<file path="config.mk">
export PLATFORM = sky130hd
export DESIGN_NAME = lock_sequencer
export DESIGN_NICKNAME = d
export VERILOG_FILES = /design/src/rtl/lock_pkg.sv /design/src/rtl/lock_timer.sv /design/src/rtl/lock_sequencer.sv
export SDC_FILE = /design/constraint.sdc
export NUM_CORES = 1
export LEC_CHECK = 0
export CAP_MARGIN = 20
export CORE_UTILIZATION = 56
export DETAILED_ROUTE_END_ITERATION = 10
export GPL_TIMING_DRIVEN = 0
export HOLD_SLACK_MARGIN = 0.03
export PLACE_DENSITY_LB_ADDON = 0.12
export SKIP_CTS_REPAIR_TIMING = 1
export SLEW_MARGIN = 10
export SYNTH_ARGS = -nofsm -noshare
export SYNTH_HDL_FRONTEND = slang
export SYNTH_SLANG_ARGS = --single-unit
</file>
<file path="constraint.sdc">
create_clock -name clk -period 2.15 [get_ports clk]
set_input_delay 0.3225 -clock clk [delete_from_list [all_inputs] [get_ports clk]]
set_output_delay 0.3225 -clock clk [all_outputs]
set_load 0.005 [all_outputs]
</file>
<file path="src/rtl/lock_pkg.sv">
// Shared types and helpers for the keypad lock sequencer.
package lock_pkg;

    typedef enum logic [2:0] {
        IDLE,
        ENTRY,
        CHECK,
        OPEN,
        ERROR,
        LOCKOUT
    } lock_state_t;

    function automatic int max(input int a, input int b);
        return (a > b) ? a : b;
    endfunction

endpackage

</file>
<file path="src/rtl/lock_timer.sv">
// Loadable down-counter shared by the unlock window and the lockout period.
module lock_timer #(
    parameter int WIDTH = 8
) (
    input  logic             clk,
    input  logic             reset,
    input  logic             load,
    input  logic [WIDTH-1:0] load_val,
    input  logic             en,
    output logic             done
);

    logic [WIDTH-1:0] count;

    // The count holds at zero rather than wrapping.
    always_ff @(posedge clk or posedge reset) begin
        if (reset) begin
            count <= '0;
        end else if (load) begin
            count <= load_val;
        end else if (en && (count != '0)) begin
            count <= count - WIDTH'(1);
        end
    end

    assign done = (count == '0);

endmodule

</file>
<file path="src/rtl/lock_sequencer.sv">
// Keypad code entry controller: collects digits, checks the code, then drives
// a timed unlock window or, after repeated failures, a timed lockout.
module lock_sequencer
    import lock_pkg::*;
#(
    parameter int                    NUM_DIGITS     = 4,
    parameter logic [4*NUM_DIGITS-1:0] PASSWORD     = 16'h1A2B,
    parameter int                    MAX_ATTEMPTS   = 3,
    parameter int                    UNLOCK_CYCLES  = 500,
    parameter int                    LOCKOUT_CYCLES = 1000
) (
    input  logic                              clk,
    input  logic                              reset,
    input  logic                              key_valid,
    input  logic [3:0]                        key_digit,
    input  logic                              enter,
    input  logic                              clear,
    input  logic                              lock_now,
    output logic                              unlocked,
    output logic                              wrong_code,
    output logic                              locked_out,
    output logic [$clog2(MAX_ATTEMPTS+1)-1:0] fail_count,
    output logic [$clog2(NUM_DIGITS+1)-1:0]   digits_entered
);

    localparam int CODE_W = 4 * NUM_DIGITS;
    localparam int CNT_W  = $clog2(NUM_DIGITS + 1);
    localparam int FAIL_W = $clog2(MAX_ATTEMPTS + 1);
    localparam int TMR_W  = $clog2(max(UNLOCK_CYCLES, LOCKOUT_CYCLES) + 1);

    lock_state_t       state, state_next;
    logic [CODE_W-1:0] buffer, buffer_next;
    logic [CNT_W-1:0]  count_next;
    logic              overflow, overflow_next;
    logic [FAIL_W-1:0] fail_next, fail_inc;
    logic              timer_load, timer_en, timer_done;
    logic [TMR_W-1:0]  timer_val;

    lock_timer #(.WIDTH(TMR_W)) u_timer (
        .clk      (clk),
        .reset    (reset),
        .load     (timer_load),
        .load_val (timer_val),
        .en       (timer_en),
        .done     (timer_done)
    );

    always_comb begin
        state_next    = state;
        buffer_next   = buffer;
        count_next    = digits_entered;
        overflow_next = overflow;
        fail_next     = fail_count;
        fail_inc      = fail_count + FAIL_W'(1);
        timer_load    = 1'b0;
        timer_val     = '0;
        timer_en      = 1'b0;

        case (state)
            IDLE, ENTRY: begin
                if (clear) begin
                    buffer_next   = '0;
                    count_next    = '0;
                    overflow_next = 1'b0;
                    state_next    = IDLE;
                end else begin
                    if (key_valid) begin
                        if (digits_entered == CNT_W'(NUM_DIGITS)) begin
                            overflow_next = 1'b1;
                        end else begin
                            buffer_next = (buffer << 4) | CODE_W'(key_digit);
                            count_next  = digits_entered + CNT_W'(1);
                        end
                        state_next = ENTRY;
                    end
                    if (enter && (state == ENTRY || key_valid)) begin
                        state_next = CHECK;
                    end
                end
            end

            // Timer is loaded with N-1 so the window lasts N cycles ending on done.
            CHECK: begin
                buffer_next   = '0;
                count_next    = '0;
                overflow_next = 1'b0;
                if (digits_entered == CNT_W'(NUM_DIGITS) && !overflow && buffer == PASSWORD) begin
                    fail_next  = '0;
                    state_next = OPEN;
                    timer_load = 1'b1;
                    timer_val  = TMR_W'(UNLOCK_CYCLES - 1);
                end else begin
                    fail_next = fail_inc;
                    if (fail_inc == FAIL_W'(MAX_ATTEMPTS)) begin
                        state_next = LOCKOUT;
                        timer_load = 1'b1;
                        timer_val  = TMR_W'(LOCKOUT_CYCLES - 1);
                    end else begin
                        state_next = ERROR;
                    end
                end
            end

            ERROR: begin
                state_next = IDLE;
            end

            OPEN: begin
                timer_en = 1'b1;
                if (lock_now || timer_done) begin
                    state_next = IDLE;
                end
            end

            LOCKOUT: begin
                timer_en = 1'b1;
                if (timer_done) begin
                    fail_next  = '0;
                    state_next = IDLE;
                end
            end

            default: begin
                state_next = IDLE;
            end
        endcase
    end

    // Outputs are decoded from the next state so they register alongside it.
    always_ff @(posedge clk or posedge reset) begin
        if (reset) begin
            state          <= IDLE;
            buffer         <= '0;
            digits_entered <= '0;
            overflow       <= 1'b0;
            fail_count     <= '0;
            unlocked       <= 1'b0;
            wrong_code     <= 1'b0;
            locked_out     <= 1'b0;
        end else begin
            state          <= state_next;
            buffer         <= buffer_next;
            digits_entered <= count_next;
            overflow       <= overflow_next;
            fail_count     <= fail_next;
            unlocked       <= (state_next == OPEN);
            wrong_code     <= (state_next == ERROR);
            locked_out     <= (state_next == LOCKOUT);
        end
    end

endmodule

</file>
==> flow_summary.ini, run 1 <==
[min_path]
hold_class = input port to asynchronous set/reset pin

[global_route]
antenna_found_initial = 0
grt_max_degree = 39
grt_util_all_layers_pct = 24.03
grt_pass1_vias = 1366
grt.overflow.total = 0
grt_pass1_wl_um = 6265

[clocking]
htree_levels = 2
clk_latency_ns = 0.35
clkTransAtPathRegs_ns = 0.12
cts_buffers = 5
cts_sinks = 38
cts_buffer_depth = 2
cts_tree = built
cts_root_buffer = clkbuf_4

[routing]
vias = 1418
vias_per_cell = 6.139
routed_wl_um = 3798
ant_nets = 0
drc = 0
initialDrtViolationCount = 77
dr.pass1.iters = 4
wl_per_cell_um = 16.44

[worst_setup_path]
crit_path_max_fanout = 7
cp.required_ns = 2.42
r2r_cells = 7
critPathLaunchType = flip-flop
worstPathCellList = inv_1 > ha_1 > or3b_4 > o311ai_4 > buf_4 > or3_2 > a21oi_1
crit_path_end_kind = flip-flop
criticalPathCategory = flip-flop to flip-flop
cpMaxStageDelayCell = or3_2
crit_cells = 7
critPathMaxStageDelay_ns = 0.44
arrival_ns = 2.31
crit_buf_inv = 2
critical_path.top_delay_family = simple AND/OR/NAND/NOR gates

[sta]
finalHoldViolCount = 0
hold_ws_ns = 0.4171
finalSetupViolations = 0
max_freq_mhz = 490.6
relSlewSlack_pct = 48.91
maxSlewViolCount = 0
finClkSkew_ns = 0.01259
period_minus_slack_ns = 2.038
rsz0062_at_grt = no
worst_slew_pin_slew_ns = 0.7653
tns_ns = 0
finalCritPeriodShare_pct = 94.80

[cells_and_area]
final_cells = 231
multi_input_area_sq_um = 849.6
n_fill_cell = 244
areaGrowthSynthToFinish_pct = 16.92
final_cell_area_sq_um = 2153
nNetsFinal = 200
drive_gt1_share_pct = 16.58
seq_area_sq_um = 950.9
diodes = 0

[place]
io_buffers = 17
postPlaceCellArea_sq_um = 2067
hpwl_um = 2710
placed_cells = 222
gp_congestion = 0.8578

[floorplan]
die_y_um = 59.35
fp.coreArea_sq_um = 3078
io_pins = 18
floorplan.initialDensity_pct = 59.84
dieWidth_um = 59.35
die-area_sq_um = 3522
fp-row-count = 20

[synthesis]
ys_ff_latch = 38
yosysUniqueCellTypes = 54
ys_warn_count = 0
async_reset_ff_share_pct = 100.0
synth_area_leaders = dfrtp_1 (52%), a22o_1 (8.1%), ha_1 (2.7%)
syn_area_sq_um = 1842
ys_seq_area_share_pct = 51.63
synth_top_area_share_pct = 51.63
syn_area_per_cell_sq_um = 11.44
synth_nets = 175
synth_edf_count = 0
synthCells = 161
synth_ff_type = dfrtp_1
synth_top_cell_by_area = dfrtp_1

[outcome]
status = completed

[power_and_ir_drop]
pwr-share-comb_pct = 33.8
p_sw_share_pct = 36.18
total_power_w = 0.002272
pwr-share-seq_pct = 49.0
leakage_nw = 0.9410
p_sw_w = 0.0008221
p_int_w = 0.001450
power_frac_clock_pct = 17.2
power_density_nw_per_um2 = 1055
peakVddDrop_mv = 0.5820

[flow_run]
maxCapViolCount = 0
==> layout make-up <==
class                      instances  share of cell area [%]
buffer                             5                   1.395
tap                               44                   2.557
clock buffer                       7                   2.557
multi-input combinational        110                   39.45
sequential                        38                   44.16
clock inverter                     1                  0.2324
timing repair buffer              18                   8.251
inverter                           8                   1.395
==> cells by family (layout without fill, tap and decap cells) <==
| group | count (synthesis) | after routing | share of synthesized area, % |
|---|---|---|---|
| AOI/OAI and AO/OA | 51 | 51 | 22.21 |
| adders and majority gates | 4 | 4 | 2.717 |
| and+or+nand+nor | 52 | 52 | 18.21 |
| muxes | 1 | 1 | 0.6114 |
| buffers and inverters | 13 | 39 | 3.260 |
| xor gates and xnor gates | 2 | 2 | 1.359 |
| DFF | 38 | 38 | 51.63 |
==> synth_stat cells (all sizes together) (2+ instances only) <==
| cell | number |
|---|---|
| nand2 | 7 |
| a211oi | 3 |
| nor3b | 4 |
| nor3 | 4 |
| nand3 | 7 |
| nor4 | 3 |
| inv | 8 |
| nor4bb | 2 |
| or4 | 4 |
| a211o | 2 |
| ha | 4 |
| or2 | 3 |
| o2bb2ai | 2 |
| o21ai | 8 |
| a31oi | 4 |
| buf | 4 |
| nor2 | 4 |
| dfrtp | 38 |
| a311o | 2 |
| or3 | 3 |
| a21oi | 5 |
| a22o | 17 |
| o31ai | 2 |
==> metal layers <==
layer  vias to the layer above  part of all wire (%)  GRT usage [%]  wire, um
met5                         -                     0              0         0
met2                        50                    48          37.24      1828
met1                       695                    46          33.29      1747
li1                        668                     -              -         -
met3                         5                   5.3          5.895       202
met4                         0                  0.53          7.483        20
==> through the flow <==
stage	utilization [%]	setup WS [ns]
after detailed placement	67.15	-0.05327
after floorplan	-	0.1649
after global placement	67.15	-0.007561
after global routing	69.96	0.02272
final	69.96	0.1117
after CTS	69.11	-0.07312
==> sequential cells by signal (all words and copies together), names as in the netlist <==
name / count
u_timer.count: 10
fail_count: 2
unlocked: 1
wrong_code: 1
locked_out: 1
state: 3
overflow: 1
digits_entered: 3
buffer: 16
==> power groups by stage <==
stage	clock [W]	sequential (W)	combinational, W
global route	0.000426	0.00114	0.000852
finish	0.000391	0.00111	0.000769
floorplan	0	0.00107	0.000524
CTS	0.000399	0.00110	0.000748
global placement	0	0.00110	0.000698
detailed placement	0	0.00112	0.000740
==> placed cells by master, fill, tap and decap left out, drive strengths merged, types with 2 or more instances in the layout <==
cell type      count
clkbuf             8
a211oi             3
a311o              2
a31oi              4
nor3b              4
or3                3
nor2               4
clkdlybuf4s50     17
or2                3
ha                 4
o2bb2ai            2
a22o              17
nor4               3
dfrtp             38
o31ai              2
nand2              7
a211o              2
inv                8
o21ai              8
nor4bb             2
buf                5
or4                4
nor3               4
nand3              7
a21oi              5
==> final timing paths <==
check / start / slack, ns / to
max: u_timer.count[0] / 0.11 / u_timer.count[3]
min: reset / 0.42 / buffer[5]
max reg2reg: u_timer.count[0] / 0.11 / u_timer.count[3]
min reg2reg: fail_count[0] / 0.52 / fail_count[0]
max in group asynchronous: reset / 1.24 / u_timer.count[0]
min in group clk: fail_count[0] / 0.52 / fail_count[0]
Power figures use the tool's default switching activity.
==> run 2: changes to the inputs <==
--- a/config.mk
+++ b/config.mk
@@ -6,9 +6,9 @@
 export NUM_CORES = 1
 export LEC_CHECK = 0
 export CAP_MARGIN = 20
-export CORE_UTILIZATION = 56
+export CORE_UTILIZATION = 50
 export DETAILED_ROUTE_END_ITERATION = 10
-export GPL_TIMING_DRIVEN = 0
+export GPL_TIMING_DRIVEN = 1
 export HOLD_SLACK_MARGIN = 0.03
 export PLACE_DENSITY_LB_ADDON = 0.12
 export SKIP_CTS_REPAIR_TIMING = 1
==> constraint.sdc (replaced) <==
create_clock -name clk -period 1.85 [get_ports clk]
set_input_delay 0.2775 -clock clk [delete_from_list [all_inputs] [get_ports clk]]
set_output_delay 0.2775 -clock clk [all_outputs]
set_load 0.005 [all_outputs]
==> flow_summary.ini, run 2 (synthesis gave the netlist of run 1 again) <==
[routing]
vias = 1527
wl_per_cell_um = 15.85
drc = 0
ant_nets = 0
dr.pass1.iters = 4
vias_per_cell = 5.919
initialDrtViolationCount = 84
routed_wl_um = 4090

[global_route]
antenna_found_initial = 0
grt_max_degree = 39
grt.overflow.total = 0
grt_pass1_vias = 1493
grt_pass1_wl_um = 6851
grt_util_all_layers_pct = 22.66

[floorplan]
dieWidth_um = 62.69
fp.coreArea_sq_um = 3442
fp-row-count = 21
die_y_um = 62.69
die-area_sq_um = 3930
io_pins = 18
floorplan.initialDensity_pct = 53.51

[worst_setup_path]
critPathLaunchType = flip-flop
worstReg2RegStart = u_timer.count[9]
crit_path_end_kind = flip-flop
cp.required_ns = 2.02
criticalPathCategory = flip-flop to flip-flop
crit_path_max_fanout = 4
arrival_ns = 2.02
timing.critical_path.from = u_timer.count[9]

[clocking]
clkTransAtPathRegs_ns = 0.07
cts_buffer_depth = 2
cts_buffers = 5
cts_tree = built
clk_latency_ns = 0.29
htree_levels = 2
cts_root_buffer = clkbuf_8
cts_sinks = 38

[sta]
finClkSkew_ns = 0.004781
maxSlewViolCount = 0
max_freq_mhz = 541.9
rsz0062_at_grt = yes
period_minus_slack_ns = 1.845
worst_slew_pin_slew_ns = 0.4804
finalHoldViolCount = 0
finalSetupViolations = 0
hold_ws_ns = 0.4061
finalCritPeriodShare_pct = 99.75
relSlewSlack_pct = 67.97

[power_and_ir_drop]
p_sw_w = 0.001024
peakVddDrop_mv = 0.6853
pwr-share-seq_pct = 39.6
leakage_nw = 1.081
p_sw_share_pct = 32.76
pwr-share-comb_pct = 38.2
power_frac_clock_pct = 22.2
p_int_w = 0.002103
power_density_nw_per_um2 = 1284
total_power_w = 0.003127

[cells_and_area]
layout.cells.most_common = dfrtp_1
drive_gt1_share_pct = 28.30
diodes = 0
top_register = buffer
layout_common_cells = dfrtp_1 (38), buf_4 (30), a22o_1 (17), clkdlybuf4s50_1 (17)
nNetsFinal = 225
final_util_pct = 70.74
largest_reg_flops = 16
areaGrowthSynthToFinish_pct = 32.20
largestRegisters = buffer: 16 flops, u_timer.count: 10 flops

[flow_run]
maxCapViolCount = 0

[place]
hpwl_um = 2754
io_buffers = 17
gp_congestion = 0.8156

[outcome]
status = completed

[min_path]
hold_class = input port to asynchronous set/reset pin
==> run 2: changes by cell type in the layout (fill, tap and decap cells not counted), moves of 3 or more <==
cell | before | now
buf_4 | 1 | 30
buf_2 | 3 | 0
clkbuf_8 | 1 | 5
clkbuf_4 | 5 | 0
==> run 2: power by group through the flow <==
stage / registers, W / logic, W / clock network [W]
6_report: 0.00124 / 0.00120 / 0.000694
3_3_place_gp: 0.00123 / 0.00107 / 0
5_1_grt: 0.00127 / 0.00131 / 0.000739
3_5_place_dp: 0.00124 / 0.00111 / 0
2_1_floorplan: 0.00124 / 0.000641 / 0
4_1_cts: 0.00123 / 0.00112 / 0.000706
==> run 2: worst paths after layout <==
path | to | depth (start not counted) | slack (ns)
min reg2reg | fail_count[0] | 1 | 0.49
min | u_timer.count[8] | 3 | 0.41
max in group asynchronous | locked_out | 3 | 1.11
max reg2reg | u_timer.count[4] | 4 | 0.005
max | u_timer.count[4] | 4 | 0.005
min in group clk | fail_count[0] | 1 | 0.49
==> run 2: metal layers <==
metal | part of all wire (%) | GRT usage [%] | vias up
li1 | - | - | 719
met1 | 45 | 28.81 | 771
met2 | 49 | 36.41 | 29
met3 | 3.6 | 5.109 | 8
met4 | 2.0 | 11.05 | 0
met5 | 0 | 0 | -
==> run 2: per-stage QoR <==
stage | TNS [ns] | cell area, sq um | instances | worst slack (ns)
after floorplan | 0 | 1857 | 161 | 0.004470
after global placement | -0.8403 | 2277 | 247 | -0.07489
after detailed placement | -1.789 | 2277 | 247 | -0.1258
after CTS | -0.1874 | 2384 | 255 | -0.05315
after global routing | -0.2397 | 2435 | 258 | -0.06958
final | 0 | 2435 | 258 | 0.004624
==> run 2: final cells by class <==
cell class | count | area (sq um)
clock buffers | 7 | 76.32
clock inverters | 1 | 30.03
fillers | 275 | 1007
inverters | 8 | 30.03
multi-input cells | 110 | 874.6
flip-flops and latches | 38 | 950.9
well taps | 46 | 57.56
repair buffers | 48 | 415.4
==> run 2: critical path, stage by stage, from the launching register on <==
cell,delay [ns]
dfrtp_1,0.39
or4_4,0.58
o311ai_4,0.38
nor3_2,0.06
a311o_1,0.32
